==> src/rtl/rcn_pkg.sv <==
// rcn ring packet layout shared by the Avalon bridge, its reorder buffer and benches.
package rcn_pkg;

  localparam int unsigned RCN_W        = 69;
  localparam int unsigned RCN_VALID    = 68;
  localparam int unsigned RCN_PEND     = 67;
  localparam int unsigned RCN_WR       = 66;
  localparam int unsigned RCN_ID_HI    = 65;
  localparam int unsigned RCN_ID_LO    = 60;
  localparam int unsigned RCN_MASK_HI  = 59;
  localparam int unsigned RCN_MASK_LO  = 56;
  localparam int unsigned RCN_ADDR_HI  = 55;
  localparam int unsigned RCN_ADDR_LO  = 34;
  localparam int unsigned RCN_SEQ_HI   = 33;
  localparam int unsigned RCN_SEQ_LO   = 32;
  localparam int unsigned RCN_DATA_HI  = 31;

  typedef struct packed {
    logic        valid;
    logic        pending;
    logic        wr;
    logic [5:0]  id;
    logic [3:0]  mask;
    logic [21:0] addr;
    logic [1:0]  seq;
    logic [31:0] data;
  } rcn_pkt_t;

endpackage

==> src/rtl/avalon2rcn_rob_if.sv <==
// Avalon-MM bus between a CPU/DMA master and the rcn bridge.
interface avalon2rcn_rob_if;
  logic        av_waitrequest;
  logic [21:0] av_address;
  logic        av_write;
  logic        av_read;
  logic [3:0]  av_byteenable;
  logic [31:0] av_writedata;
  logic [31:0] av_readdata;
  logic        av_readdatavalid;

  modport master (
    input  av_waitrequest, av_readdata, av_readdatavalid,
    output av_address, av_write, av_read, av_byteenable, av_writedata
  );

  modport slave (
    output av_waitrequest, av_readdata, av_readdatavalid,
    input  av_address, av_write, av_read, av_byteenable, av_writedata
  );
endinterface

==> src/rtl/rcn_rob.sv <==
// 4-entry read reorder buffer: tags allocated in order, filled in any order,
// drained in issue order at most one per cycle.
module rcn_rob #(
  parameter int unsigned DEPTH   = 4,
  parameter bit          REORDER = 1'b1
) (
  input  logic        clk,
  input  logic        rst,
  input  logic        alloc,
  input  logic        fill,
  input  logic [1:0]  seq,
  input  logic [31:0] fill_data,
  output logic [1:0]  tag,
  output logic        tag_busy_c,
  output logic        full_c,
  output logic        fill_ok_c,
  output logic        hold_c,
  output logic        drain_c,
  output logic [31:0] drain_data_c,
  output logic [2:0]  pending
);

  logic [3:0]  busy_q, busy_d, done_q, done_d;
  logic [31:0] data_q [4];
  logic [31:0] data_d [4];
  logic [1:0]  tag_q, tag_d, head_q, head_d;
  logic [2:0]  pend_q, pend_d;
  logic        seq_live;

  // A tag is live while issued and not yet answered; in strict mode only the head may fill.
  assign seq_live     = busy_q[seq] & ~done_q[seq];
  assign fill_ok_c    = seq_live & (REORDER | (seq == head_q));
  assign hold_c       = seq_live & ~fill_ok_c;
  assign tag_busy_c   = busy_q[tag_q];
  assign full_c       = (pend_q == 3'(DEPTH));
  assign drain_c      = done_q[head_q];
  assign drain_data_c = data_q[head_q];
  assign tag          = tag_q;
  assign pending      = pend_q;

  always_comb begin
    busy_d = busy_q;
    done_d = done_q;
    data_d = data_q;
    tag_d  = tag_q;
    head_d = head_q;
    pend_d = pend_q + 3'(alloc) - 3'(drain_c);
    if (alloc) begin
      busy_d[tag_q] = 1'b1;
      tag_d         = tag_q + 2'd1;
    end
    if (fill) begin
      done_d[seq] = 1'b1;
      data_d[seq] = fill_data;
    end
    if (drain_c) begin
      busy_d[head_q] = 1'b0;
      done_d[head_q] = 1'b0;
      head_d         = head_q + 2'd1;
    end
  end

  always_ff @(posedge clk or posedge rst) begin
    if (rst) begin
      busy_q <= '0;
      done_q <= '0;
      tag_q  <= '0;
      head_q <= '0;
      pend_q <= '0;
      for (int i = 0; i < 4; i++) data_q[i] <= '0;
    end else begin
      busy_q <= busy_d;
      done_q <= done_d;
      tag_q  <= tag_d;
      head_q <= head_d;
      pend_q <= pend_d;
      data_q <= data_d;
    end
  end

endmodule

==> src/rtl/avalon2rcn_rob.sv <==
// Avalon-MM slave to rcn ring master: inserts requests into free ring slots,
// consumes its own responses, returns read data in issue order.
module avalon2rcn_rob
  import rcn_pkg::*;
#(
  parameter logic [5:0]  MASTER_ID = 6'h3F,
  parameter int unsigned RD_DEPTH  = 4,
  parameter int unsigned WR_DEPTH  = 4,
  parameter bit          REORDER   = 1'b1
) (
  input  logic             av_clk,
  input  logic             av_rst,
  avalon2rcn_rob_if.slave  av,
  input  logic [RCN_W-1:0] rcn_in,
  output logic [RCN_W-1:0] rcn_out,
  output logic             rsp_err,
  output logic [2:0]       rd_pending,
  output logic [2:0]       wr_pending
);

  logic [RCN_W-1:0] rin_q, rout_d, rout_q;
  logic             rsp_err_d, rsp_err_q;
  logic [3:0]       wr_busy_d, wr_busy_q;
  logic [1:0]       wr_tag_d, wr_tag_q;
  logic [2:0]       wr_pend_d, wr_pend_q;

  logic        rin_valid, rin_pend, rin_wr;
  logic [5:0]  rin_id;
  logic [1:0]  rin_seq, rd_tag;
  logic [31:0] rin_data;
  logic        my_resp, rd_acc, rd_hold, wr_acc, consumed, slot_free;
  logic        rd_stall, wr_stall, rd_issue, wr_issue;
  logic        rob_tag_busy, rob_full, rob_fill_ok, rob_hold;
  rcn_pkt_t    req;

  assign rin_valid = rin_q[RCN_VALID];
  assign rin_pend  = rin_q[RCN_PEND];
  assign rin_wr    = rin_q[RCN_WR];
  assign rin_id    = rin_q[RCN_ID_HI:RCN_ID_LO];
  assign rin_seq   = rin_q[RCN_SEQ_HI:RCN_SEQ_LO];
  assign rin_data  = rin_q[RCN_DATA_HI:0];

  rcn_rob #(.DEPTH(RD_DEPTH), .REORDER(REORDER)) u_rob (
    .clk          (av_clk),
    .rst          (av_rst),
    .alloc        (rd_issue),
    .fill         (rd_acc),
    .seq          (rin_seq),
    .fill_data    (rin_data),
    .tag          (rd_tag),
    .tag_busy_c   (rob_tag_busy),
    .full_c       (rob_full),
    .fill_ok_c    (rob_fill_ok),
    .hold_c       (rob_hold),
    .drain_c      (av.av_readdatavalid),
    .drain_data_c (av.av_readdata),
    .pending      (rd_pending)
  );

  // Response classification; a held (non-head, strict mode) read stays on the ring.
  assign my_resp   = rin_valid & ~rin_pend & (rin_id == MASTER_ID);
  assign rd_acc    = my_resp & ~rin_wr & rob_fill_ok;
  assign rd_hold   = my_resp & ~rin_wr & rob_hold;
  assign wr_acc    = my_resp & rin_wr & wr_busy_q[rin_seq];
  assign consumed  = my_resp & ~rd_hold;
  assign slot_free = ~rin_valid | consumed;

  assign rd_stall = ~slot_free | rob_full | rob_tag_busy;
  assign wr_stall = ~slot_free | (wr_pend_q == 3'(WR_DEPTH)) | wr_busy_q[wr_tag_q];
  assign wr_issue = av.av_write & ~wr_stall;
  assign rd_issue = av.av_read & ~av.av_write & ~rd_stall;
  assign av.av_waitrequest = av.av_write ? wr_stall : (av.av_read & rd_stall);

  always_comb begin
    req.valid   = 1'b1;
    req.pending = 1'b1;
    req.wr      = wr_issue;
    req.id      = MASTER_ID;
    req.mask    = av.av_byteenable;
    req.addr    = av.av_address;
    req.seq     = wr_issue ? wr_tag_q : rd_tag;
    req.data    = wr_issue ? av.av_writedata : 32'h0;
  end

  always_comb begin
    rout_d    = rin_q;
    rsp_err_d = my_resp & ~rd_acc & ~wr_acc & ~rd_hold;
    wr_busy_d = wr_busy_q;
    wr_tag_d  = wr_tag_q + 2'(wr_issue);
    wr_pend_d = wr_pend_q + 3'(wr_issue) - 3'(wr_acc);
    if (consumed) rout_d = '0;
    if (wr_issue | rd_issue) rout_d = req;
    if (wr_acc) wr_busy_d[rin_seq] = 1'b0;
    if (wr_issue) wr_busy_d[wr_tag_q] = 1'b1;
  end

  always_ff @(posedge av_clk or posedge av_rst) begin
    if (av_rst) begin
      rin_q     <= '0;
      rout_q    <= '0;
      rsp_err_q <= 1'b0;
      wr_busy_q <= '0;
      wr_tag_q  <= '0;
      wr_pend_q <= '0;
    end else begin
      rin_q     <= rcn_in;
      rout_q    <= rout_d;
      rsp_err_q <= rsp_err_d;
      wr_busy_q <= wr_busy_d;
      wr_tag_q  <= wr_tag_d;
      wr_pend_q <= wr_pend_d;
    end
  end

  assign rcn_out    = rout_q;
  assign rsp_err    = rsp_err_q;
  assign wr_pending = wr_pend_q;

endmodule

==> src/flat_wrapper.sv <==
// flat-port wrapper written by rule: the top's interface ports become plain ports
module avalon2rcn_rob_flat import rcn_pkg::*;
#(
  parameter logic [5:0]  MASTER_ID = 6'h3F,
  parameter int unsigned RD_DEPTH  = 4,
  parameter int unsigned WR_DEPTH  = 4,
  parameter bit          REORDER   = 1'b1
)
  (av_clk, av_rst, rcn_in, rcn_out, rsp_err, rd_pending, wr_pending, av_av_waitrequest, av_av_readdata, av_av_readdatavalid, av_av_address, av_av_write, av_av_read, av_av_byteenable, av_av_writedata);
  avalon2rcn_rob_if av_i ();
  input  logic av_clk;
  input  logic av_rst;
  input  logic [RCN_W-1:0] rcn_in;
  output logic [RCN_W-1:0] rcn_out;
  output logic rsp_err;
  output logic [2:0] rd_pending;
  output logic [2:0] wr_pending;
  output wire logic [$bits(av_i.av_waitrequest)-1:0] av_av_waitrequest;
  output wire logic [$bits(av_i.av_readdata)-1:0] av_av_readdata;
  output wire logic [$bits(av_i.av_readdatavalid)-1:0] av_av_readdatavalid;
  input wire logic [$bits(av_i.av_address)-1:0] av_av_address;
  input wire logic [$bits(av_i.av_write)-1:0] av_av_write;
  input wire logic [$bits(av_i.av_read)-1:0] av_av_read;
  input wire logic [$bits(av_i.av_byteenable)-1:0] av_av_byteenable;
  input wire logic [$bits(av_i.av_writedata)-1:0] av_av_writedata;
  assign av_av_waitrequest = av_i.av_waitrequest;
  assign av_av_readdata = av_i.av_readdata;
  assign av_av_readdatavalid = av_i.av_readdatavalid;
  assign av_i.av_address = av_av_address;
  assign av_i.av_write = av_av_write;
  assign av_i.av_read = av_av_read;
  assign av_i.av_byteenable = av_av_byteenable;
  assign av_i.av_writedata = av_av_writedata;
  avalon2rcn_rob #(.MASTER_ID(MASTER_ID), .RD_DEPTH(RD_DEPTH), .WR_DEPTH(WR_DEPTH), .REORDER(REORDER)) u_core (.av_clk(av_clk), .av_rst(av_rst), .av(av_i), .rcn_in(rcn_in), .rcn_out(rcn_out), .rsp_err(rsp_err), .rd_pending(rd_pending), .wr_pending(wr_pending));
endmodule
==> config.mk <==
export PLATFORM = sky130hd
export DESIGN_NAME = avalon2rcn_rob_flat
export DESIGN_NICKNAME = d
export VERILOG_FILES = /design/src/rtl/rcn_pkg.sv /design/src/rtl/avalon2rcn_rob_if.sv /design/src/rtl/rcn_rob.sv /design/src/rtl/avalon2rcn_rob.sv /design/src/flat_wrapper.sv
export SDC_FILE = /design/constraint.sdc
export NUM_CORES = 1
export LEC_CHECK = 0
export BUFFER_PORTS_ARGS = -buffer_cell sky130_fd_sc_hd__buf_2
export CORE_MARGIN = 10
export CORE_UTILIZATION = 45
export CTS_CLUSTER_SIZE = 30
export DETAILED_ROUTE_END_ITERATION = 12
export HOLD_SLACK_MARGIN = 0.06
export PLACE_DENSITY = 0.64
export SETUP_SLACK_MARGIN = 0.1
export SYNTH_ARGS = -nofsm -noshare
export SYNTH_HDL_FRONTEND = slang
export SYNTH_SLANG_ARGS = --single-unit
==> constraint.sdc <==
create_clock -name av_clk -period 31.5 [get_ports av_clk]
set_input_delay 7.875 -clock av_clk [delete_from_list [all_inputs] [get_ports av_clk]]
set_output_delay 7.875 -clock av_clk [all_outputs]
set_load 0.02 [all_outputs]
==> Yosys cells after proc, flatten, opt, wreduce, memory -nomap -nowiden <==
Index checks and enable logic that the tools add are counted.
{ "word_totals": {"reg_bits": 291, "in_bits": 131} }
{ "classes": {"add_sub_neg": 7, "n_lt_le_gt_ge": 11, "n_eq_ne": 3, "n_mux": 37, "bitwise": 39, "reduce_logical": 5} }
{ "op_table": {"columns": ["operator", "n"], "rows": [
  ["69-bit two-way mux", 2],
  ["128-bit bitwise mux", 1],
  ["32-bit two-way mux", 4],
  ["32-bit binary-select mux with 2-bit select", 1],
  ["32-bit demux with 2-bit select", 1],
  ["4-bit two-way mux", 6],
  ["1-bit AND", 13],
  ["4-bit AND", 3],
  ["1-bit binary-select mux with 2-bit select", 6],
  ["2-bit by 3-bit less-than comparator with 1-bit output (second input constant)", 4],
  ["4-bit OR", 3],
  ["1-bit two-way mux", 11],
  ["1-bit inverter", 10],
  ["1-bit demux with 2-bit select", 4],
  ["2-bit by 1-bit greater-or-equal comparator with 1-bit output (second input constant)", 4],
  ["4-bit inverter", 2],
  ["3-bit by 1-bit adder with 3-bit output", 2],
  ["3-bit equality test (second input constant)", 2],
  ["6-bit equality test (second input constant)", 1],
  ["3-bit greater-or-equal comparator (second input constant)", 2],
  ["2-bit inverter with 3-bit output", 2],
  ["1-bit OR", 6],
  ["3-bit by 1-bit subtractor with 3-bit output", 2],
  ["1-bit logical AND", 5],
  ["4 further kinds", 5]
]} }

==> Longest topological paths before layout <==
Gate-level depths: netlist of the first run.
{ "logic_depth": {"ltp_word": 12, "depth_mapped": 10, "mapped_depth_nobuf": 10} }

==> Hierarchy <==
Synthesis of the first run repeated with hierarchy kept, for this count alone.
{ "unflattened": {"hier_cells": 747, "hier_area_um2": 11522.3} }
{ "modules_own_cells": {"columns": ["mod", "instances", "cells_per_inst", "area_per_inst_um2"], "rows": [
  ["rcn_rob", 1, 387, 6411.1],
  ["avalon2rcn_rob", 1, 360, 5111.2]
]} }

==> Least setup slack after synthesis of the first run <==
OpenSTA, ideal clock, no wires.
{ "synth_timing": {"path_kind": "in2out", "startpoint": "input port av_av_write", "endpoint": "output port av_av_waitrequest", "t_arrival_ns": 8.519, "slack_ns": 15.106, "path_stages": 3, "n_path_buf": 0, "path_cell_list": "nor3b_4 > nand2_1 > o21a_1"} }
{ "synth_between": {"elab_chain_cells": 1} }
{ "synth_lines": {"columns": ["element", "line", "source"], "rows": [
  ["start: declaration", "flat_wrapper.sv:22", "input wire logic [$bits(av_i.av_write)-1:0] av_av_write;"],
  ["1-bit two-way mux", "avalon2rcn_rob.sv:72", "assign av.av_waitrequest = av.av_write ? wr_stall : (av.av_read & rd_stall);"],
  ["end: declaration", "flat_wrapper.sv:18", "output wire logic [$bits(av_i.av_waitrequest)-1:0] av_av_waitrequest;"]
]} }
Every way passes these cells.

==> Worst setup path after layout of the first run <==
Same ends and word-level chain as after synthesis.

==> results of run 1 <==
-- synthesized netlist by cell type, drive strengths merged (3+ instances only) --
library cell	instances
dfrtp	291
mux2	129
nand3	70
o21ai	63
nand2	47
buf	38
mux4	37
o211ai	26
inv	18
clkbuf	17
ha	12
a21oi	6
nor2b	6
xnor2	6
a22oi	5
a31oi	5
nand4	5
o31ai	4
nor2	3
nor3b	3
-- power groups by stage --
stage          clock network [mW]  registers, mW  logic (mW)
2_1_floorplan                   0          0.468       0.102
3_3_place_gp                    0          0.443       0.195
3_5_place_dp                    0          0.444       0.198
4_1_cts                     0.402          0.437       0.198
5_1_grt                     0.418          0.442       0.213
6_report                    0.394          0.437       0.194
-- path summary, 6_finish.rpt --
kind	cells past startpoint	slack, ns	to
max in group asynchronous	3	22.65	u_core.u_rob.data_q[115]$_DFFE_PP0P_
min in group asynchronous	2	7.49	u_core.rin_q[57]$_DFF_PP0_
hold reg to reg	1	0.48	u_core.rcn_out[67]$_DFF_PP0_
setup reg to reg	10	27.68	u_core.wr_pending[2]$_DFF_PP0_
setup / recovery	6	14.20	av_av_waitrequest
hold / removal	1	0.48	u_core.rcn_out[67]$_DFF_PP0_
-- state kept, by name (all words and copies together), names as in the netlist --
signal and flops:
u_core.rcn_out 69, u_core.rin_q 69, u_core.rsp_err 1, u_core.u_rob.busy_q 4, u_core.u_rob.data_q 128, u_core.u_rob.done_q 4
u_core.u_rob.head_q 2, u_core.u_rob.pending 3, u_core.u_rob.tag 2, u_core.wr_busy_q 4, u_core.wr_pending 3, u_core.wr_tag_q 2
-- metal layers --
layer  vias to the layer above  routed length (um)  GRT usage, %
met3                        48                1580          3.58
li1                       3383                   -             -
met1                      3797               12500          22.4
met2                       190               14200          28.4
met4                         0                 721          5.17
met5                         -                   0             0
-- kinds of logic after synthesis --
logic type      Yosys count  share of synthesized area [%]
flops                   291                           62.1
mux                     167                           19.6
simple gates            144                           7.40
compound gates          116                           5.95
buf+inv                  73                           2.89
fa+ha+maj                14                           1.62
xor+xnor                  7                          0.522
-- final cells by class --
type / instances / area (um2)
Antenna cell: 1 / 2.50
Clock buffer: 46 / 922
Clock inverter: 10 / 200
Fill cell: 2178 / 11500
Inverter: 18 / 75.1
Multi-Input combinational cell: 448 / 4140
Sequential cell: 291 / 7280
Tap cell: 335 / 419
Timing Repair Buffer: 251 / 1300
==> impl_results.md, run 1 <==
- Status: complete, no violations
- Area Overhead vs Synth: 22.2%
- R2R Path Start: u_core.wr_tag_q[0]$_DFF_PP0_
- Die area: 0.0329 mm2
- Area share of the largest cell type after synthesis: 62.1%
- Post-Route WL: 29.0 mm
- YS warnings: 0
- Layout cells sized above 1: 47.7%
- Buf/Inv on CP: 3
- Cts repair resizes: 0
- Syn Inst Count: 812
- Die height: 181 um
- Sink Count: 291
- H-tree Lvls: 1
- Avg WL per Cell: 20.7 um
- Setup violations, final: 0
- Sum Neg Setup Slack: 0 ns
- Hold path start: u_core.rin_q[67]$_DFF_PP0_
- Largest net degree at the start of global routing: 152
- Max-cap violations: 0
- CP startpoint kind: primary input
- CTS Buf Count: 30
- NetSw: 0.294 mW
- Final cell count without fillers: 1,400
- P_leak: 7.16 nW
- Ranking of synthesized cells by area: dfrtp_1 62%, mux2_2 12%, mux4_2 7.1%
- First-pass GRT wire length: 45.9 mm
- Port Buffer Count: 240
- Fmax: 0.0578 GHz
- Worst Max-Slew Pin Slew: 1.06 ns
- Grt total ovfl: 0
- Final GP Congestion: 0.760
- Clk buf depth: 3
- Vias per cell: 5.30
- Initial antenna violation count: 1
- Power share of the clock group: 38.4%
- Final core area utilization: 55.5%
- Worst-path cell chain: buf_2, nor3b_4, buf_4, nand2_1, o21a_1, buf_2
- Peak supply drop: 0.0469 mV
- Critical path's top delay family: buffers and inverters
- Number of DRC markers in iteration 0: 492
- Die width: 181 um
- PD cells: 71.5 mW/mm2
- Post-synth EDFFs: 0
- Crit-path max cell delay: 0.60 ns
- Critical path endpoint category: output port
- Fin area: 0.0143 mm2
- Via count of the first global-routing pass: 8,016
- Fin crit share: 54.9%
- Post-synth cell types: 46
- Routed Antenna Nets: 0
- CTS tree: yes
- Internal: 0.732 mW
- Worst skew pair latency: 0.55 ns
- CP dominant cell by count: buf_2
- Syn Nets: 957
- Slew Limit Fails: 0
- HP Class: flop to flop
- Commonest non-fill, non-tap cells in the layout: 289 x dfrtp_1, 240 x buf_2, 129 x mux2_2
- Worst hold slack: 0.480 ns
- Req. time, crit path: 23.63 ns
- Crit-path slowest cell: buf_4
- Critical Path AT: 9.43 ns
- Row cnt: 59
- Mean Syn Cell Area: 14.5 um2
- Total power draw: 1.03 mW
- Comb power frac: 19.0%
- Pre-CTS setup slack: 14.19 ns
- Final Hold Viols: 0
- Area after DPL: 0.0132 mm2
- Vias: 7,418
- Most common cell after layout, fill and taps aside: dfrtp_1
- Sequential fraction of the synthesis area: 62.1%
- DPL Wire Length: 18.0 mm
- CTS Root Cell: clkbuf_16
- Kind of critical path: primary input to output port
- Switching power share of the total: 28.6%
- Cell Area, Synth: 0.0117 mm2
- Ys flop type: dfrtp_1
- TritonRoute pass-1 iters: 4
- Top Ports: 241
- Nets@finish: 1,185
- Drc violations: 0
- Core area: 0.0258 mm2
- Worst setup margin: 14.20 ns
- Flip-flop and latch count after synthesis: 291
- CP Max Fanout: 62
- Async set or reset register ratio after synthesis: 100%
- Postcts setup bufs: 0
- Setup repair after global routing missed its margin: false
- Hold Buf Count CTS: 0
- Crit. Startpoint: av_av_write
- Worst-path clk slew: 0.06 ns
- Worst slew margin relative to its limit: 29.6%
- Largest area contributor in the netlist: dfrtp_1
- Tmin final: 17.30 ns
- All-Layer GR Usage: 17.2%
- Setup Skew: 0.0131 ns
- Sequential share of power: 42.6%
- Initial Util: 45.4%
- Placed cell count: 1,343
(Power assumes the default switching activity.)
==> inputs of run 2 (changes only) <==
- clock period: 31.5 -> 16.3 ns (I/O delays scaled with it)
==> run 2 against run 1 <==
Final area decreased by 0.50%. Worst setup slack got worse by 6.9 ns. Global-route usage is essentially flat. Sequential power up 95%. Worst hold slack better by 0.0074 ns. Total power grew 89%. Clock skew up 0.0043 ns. Sequential share of layout area rose by 0.25 points. Combinational power up 90%. Critical path depth decreased by 1. Wire length about the same. Largest cell class unchanged.
==> impl_results.md, run 2 (synthesis gave the netlist of run 1 again) <==
- Status: complete, no violations
- P_leak: 7.14 nW
- Worst-path cell chain: buf_2, nor3b_4, nand2_1, o21a_1, buf_2
- Sum Neg Setup Slack: 0 ns
- All-Layer GR Usage: 17.2%
- Crit-path slowest cell: nand2_1
- PD cells: 136 mW/mm2
- Buf/Inv on CP: 2
- FF-to-FF setup slack: 13.24 ns
- Setup Skew: 0.0174 ns
- R2R depth: 9
- CP dominant cell by count: buf_2
- Sink Count: 291
- Worst slew margin relative to its limit: 29.3%
- Avg WL per Cell: 20.7 um
- Die height: 181 um
- Drc violations: 0
- Ant diodes: 0
- Row cnt: 59
- Layout cells sized above 1: 48.1%
- R2R Path Start: u_core.wr_tag_q[0]$_DFF_PP0_
- Worst skew pair latency: 0.54 ns
- CTS Root Cell: clkbuf_16
- Die area: 0.0329 mm2
- Grt total ovfl: 0
- Slew Limit Fails: 0
- Largest Register: u_core.u_rob.data_q
- Initial antenna violation count: 0
- Routed Antenna Nets: 0
- Die width: 181 um
- Crit-path max cell delay: 0.23 ns
- Clk buf depth: 3
- Top Ports: 241
- Setup repair after global routing missed its margin: false
- FF-to-FF End: u_core.wr_pending[2]$_DFF_PP0_
- Fmax: 0.112 GHz
- Initial Util: 45.4%
- Vias per cell: 5.31
- Postcts setup bufs: 0
- Cts repair resizes: 0
- Port Buffer Count: 240
- Via count of the first global-routing pass: 8,045
- Worst setup margin: 7.34 ns
- Final Hold Viols: 0
- Vias: 7,442
- CP startpoint kind: primary input
- Hold path start: u_core.rin_q[67]$_DFF_PP0_
- Max-cap violations: 0
- Core area: 0.0258 mm2
- Nets@finish: 1,187
- Critical path endpoint category: output port
- Fin crit share: 55.0%
- HP Class: flop to flop
- Setup violations, final: 0
- Area Overhead vs Synth: 21.6%
- Pre-CTS setup slack: 7.34 ns
- Req. time, crit path: 12.23 ns
- Worst-path clk slew: 0.06 ns
- Hold depth: 1
- Worst Max-Slew Pin Slew: 1.06 ns
- Most common cell after layout, fill and taps aside: dfrtp_1
- First-pass GRT wire length: 45.9 mm
- Hold Buf Count CTS: 0
- Critical path's top delay family: simple AND/OR/NAND/NOR gates
- Tmin final: 8.96 ns
- FILL cells: 2,166
- Kind of critical path: primary input to output port
- Largest net degree at the start of global routing: 141
- Hold EP: u_core.rcn_out[67]$_DFF_PP0_
- Post-Route WL: 29.0 mm
- Max reg flops: 128
- Commonest non-fill, non-tap cells in the layout: 289 x dfrtp_1, 240 x buf_2, 129 x mux2_2
- CP Max Fanout: 6
- Final GP Congestion: 0.747
- CTS tree: yes
- TritonRoute pass-1 iters: 4
- DPL Wire Length: 18.3 mm
- Peak supply drop: 0.0913 mV
- H-tree Lvls: 1
- Number of DRC markers in iteration 0: 443
- Critical Path AT: 4.89 ns
- CTS Buf Count: 31
-- run 2: final cells by class --
class                           count  area [um2]  area share (%)
Inverter                           18        75.1           0.526
Clock buffer                       40         870            6.09
Tap cell                          335         419            2.94
Timing Repair Buffer              252        1290            9.05
Clock inverter                     17         189            1.32
Sequential cell                   291        7280            51.1
Multi-Input combinational cell    448        4140            29.0
-- run 2: worst max path at each step --
stage | slack (ns) | start | depth (start not counted) | end
6_report | 7.34 | av_av_write | 5 | av_av_waitrequest
5_1_grt | 7.28 | av_av_write | 5 | av_av_waitrequest
4_1_cts | 7.34 | av_av_write | 5 | av_av_waitrequest
3_5_place_dp | 7.34 | av_av_write | 5 | av_av_waitrequest
3_3_place_gp | 7.36 | av_av_write | 5 | av_av_waitrequest
2_1_floorplan | 4.19 | av_rst | 1 | u_core.rcn_out[0]$_DFF_PP0_
-- run 2: power by group --
group	internal, mW	total, mW	switching [mW]	leakage, nW
clock	0.437	0.713	0.276	0.536
combinational	0.137	0.369	0.233	2.91
sequential	0.795	0.852	0.0567	3.70
total	1.37	1.93	0.565	7.14
-- run 2: worst reg2reg max path, delay by kind of cell (launching register included) --
kind / cells / cell delay [ns]
adders and majority gates: 2 / 0.64
buffers and inverters: 2 / 0.63
muxes: 1 / 0.58
DFF: 1 / 0.43
and+or+nand+nor: 2 / 0.39
xor gates and xnor gates: 2 / 0.26
-- run 2: metal layers --
metal | vias up | GRT usage (%) | routed length, um
li1 | 3381 | - | -
met1 | 3822 | 22.2 | 12500
met2 | 198 | 29.0 | 14400
met3 | 41 | 3.56 | 1490
met4 | 0 | 4.20 | 625
met5 | - | 0 | 0
-- run 2: per-stage QoR --
step	util, %	power, mW	cells	instance area [um2]	hold slack [ns]
floorplan	-	1.10	812	11700	0.441
global placement	51.1	1.23	1344	13200	0.468
detailed placement	51.1	1.24	1344	13200	0.476
CTS	55.2	1.96	1401	14300	0.490
global route	55.2	2.03	1401	14300	0.507
finish	55.2	1.93	1401	14300	0.487
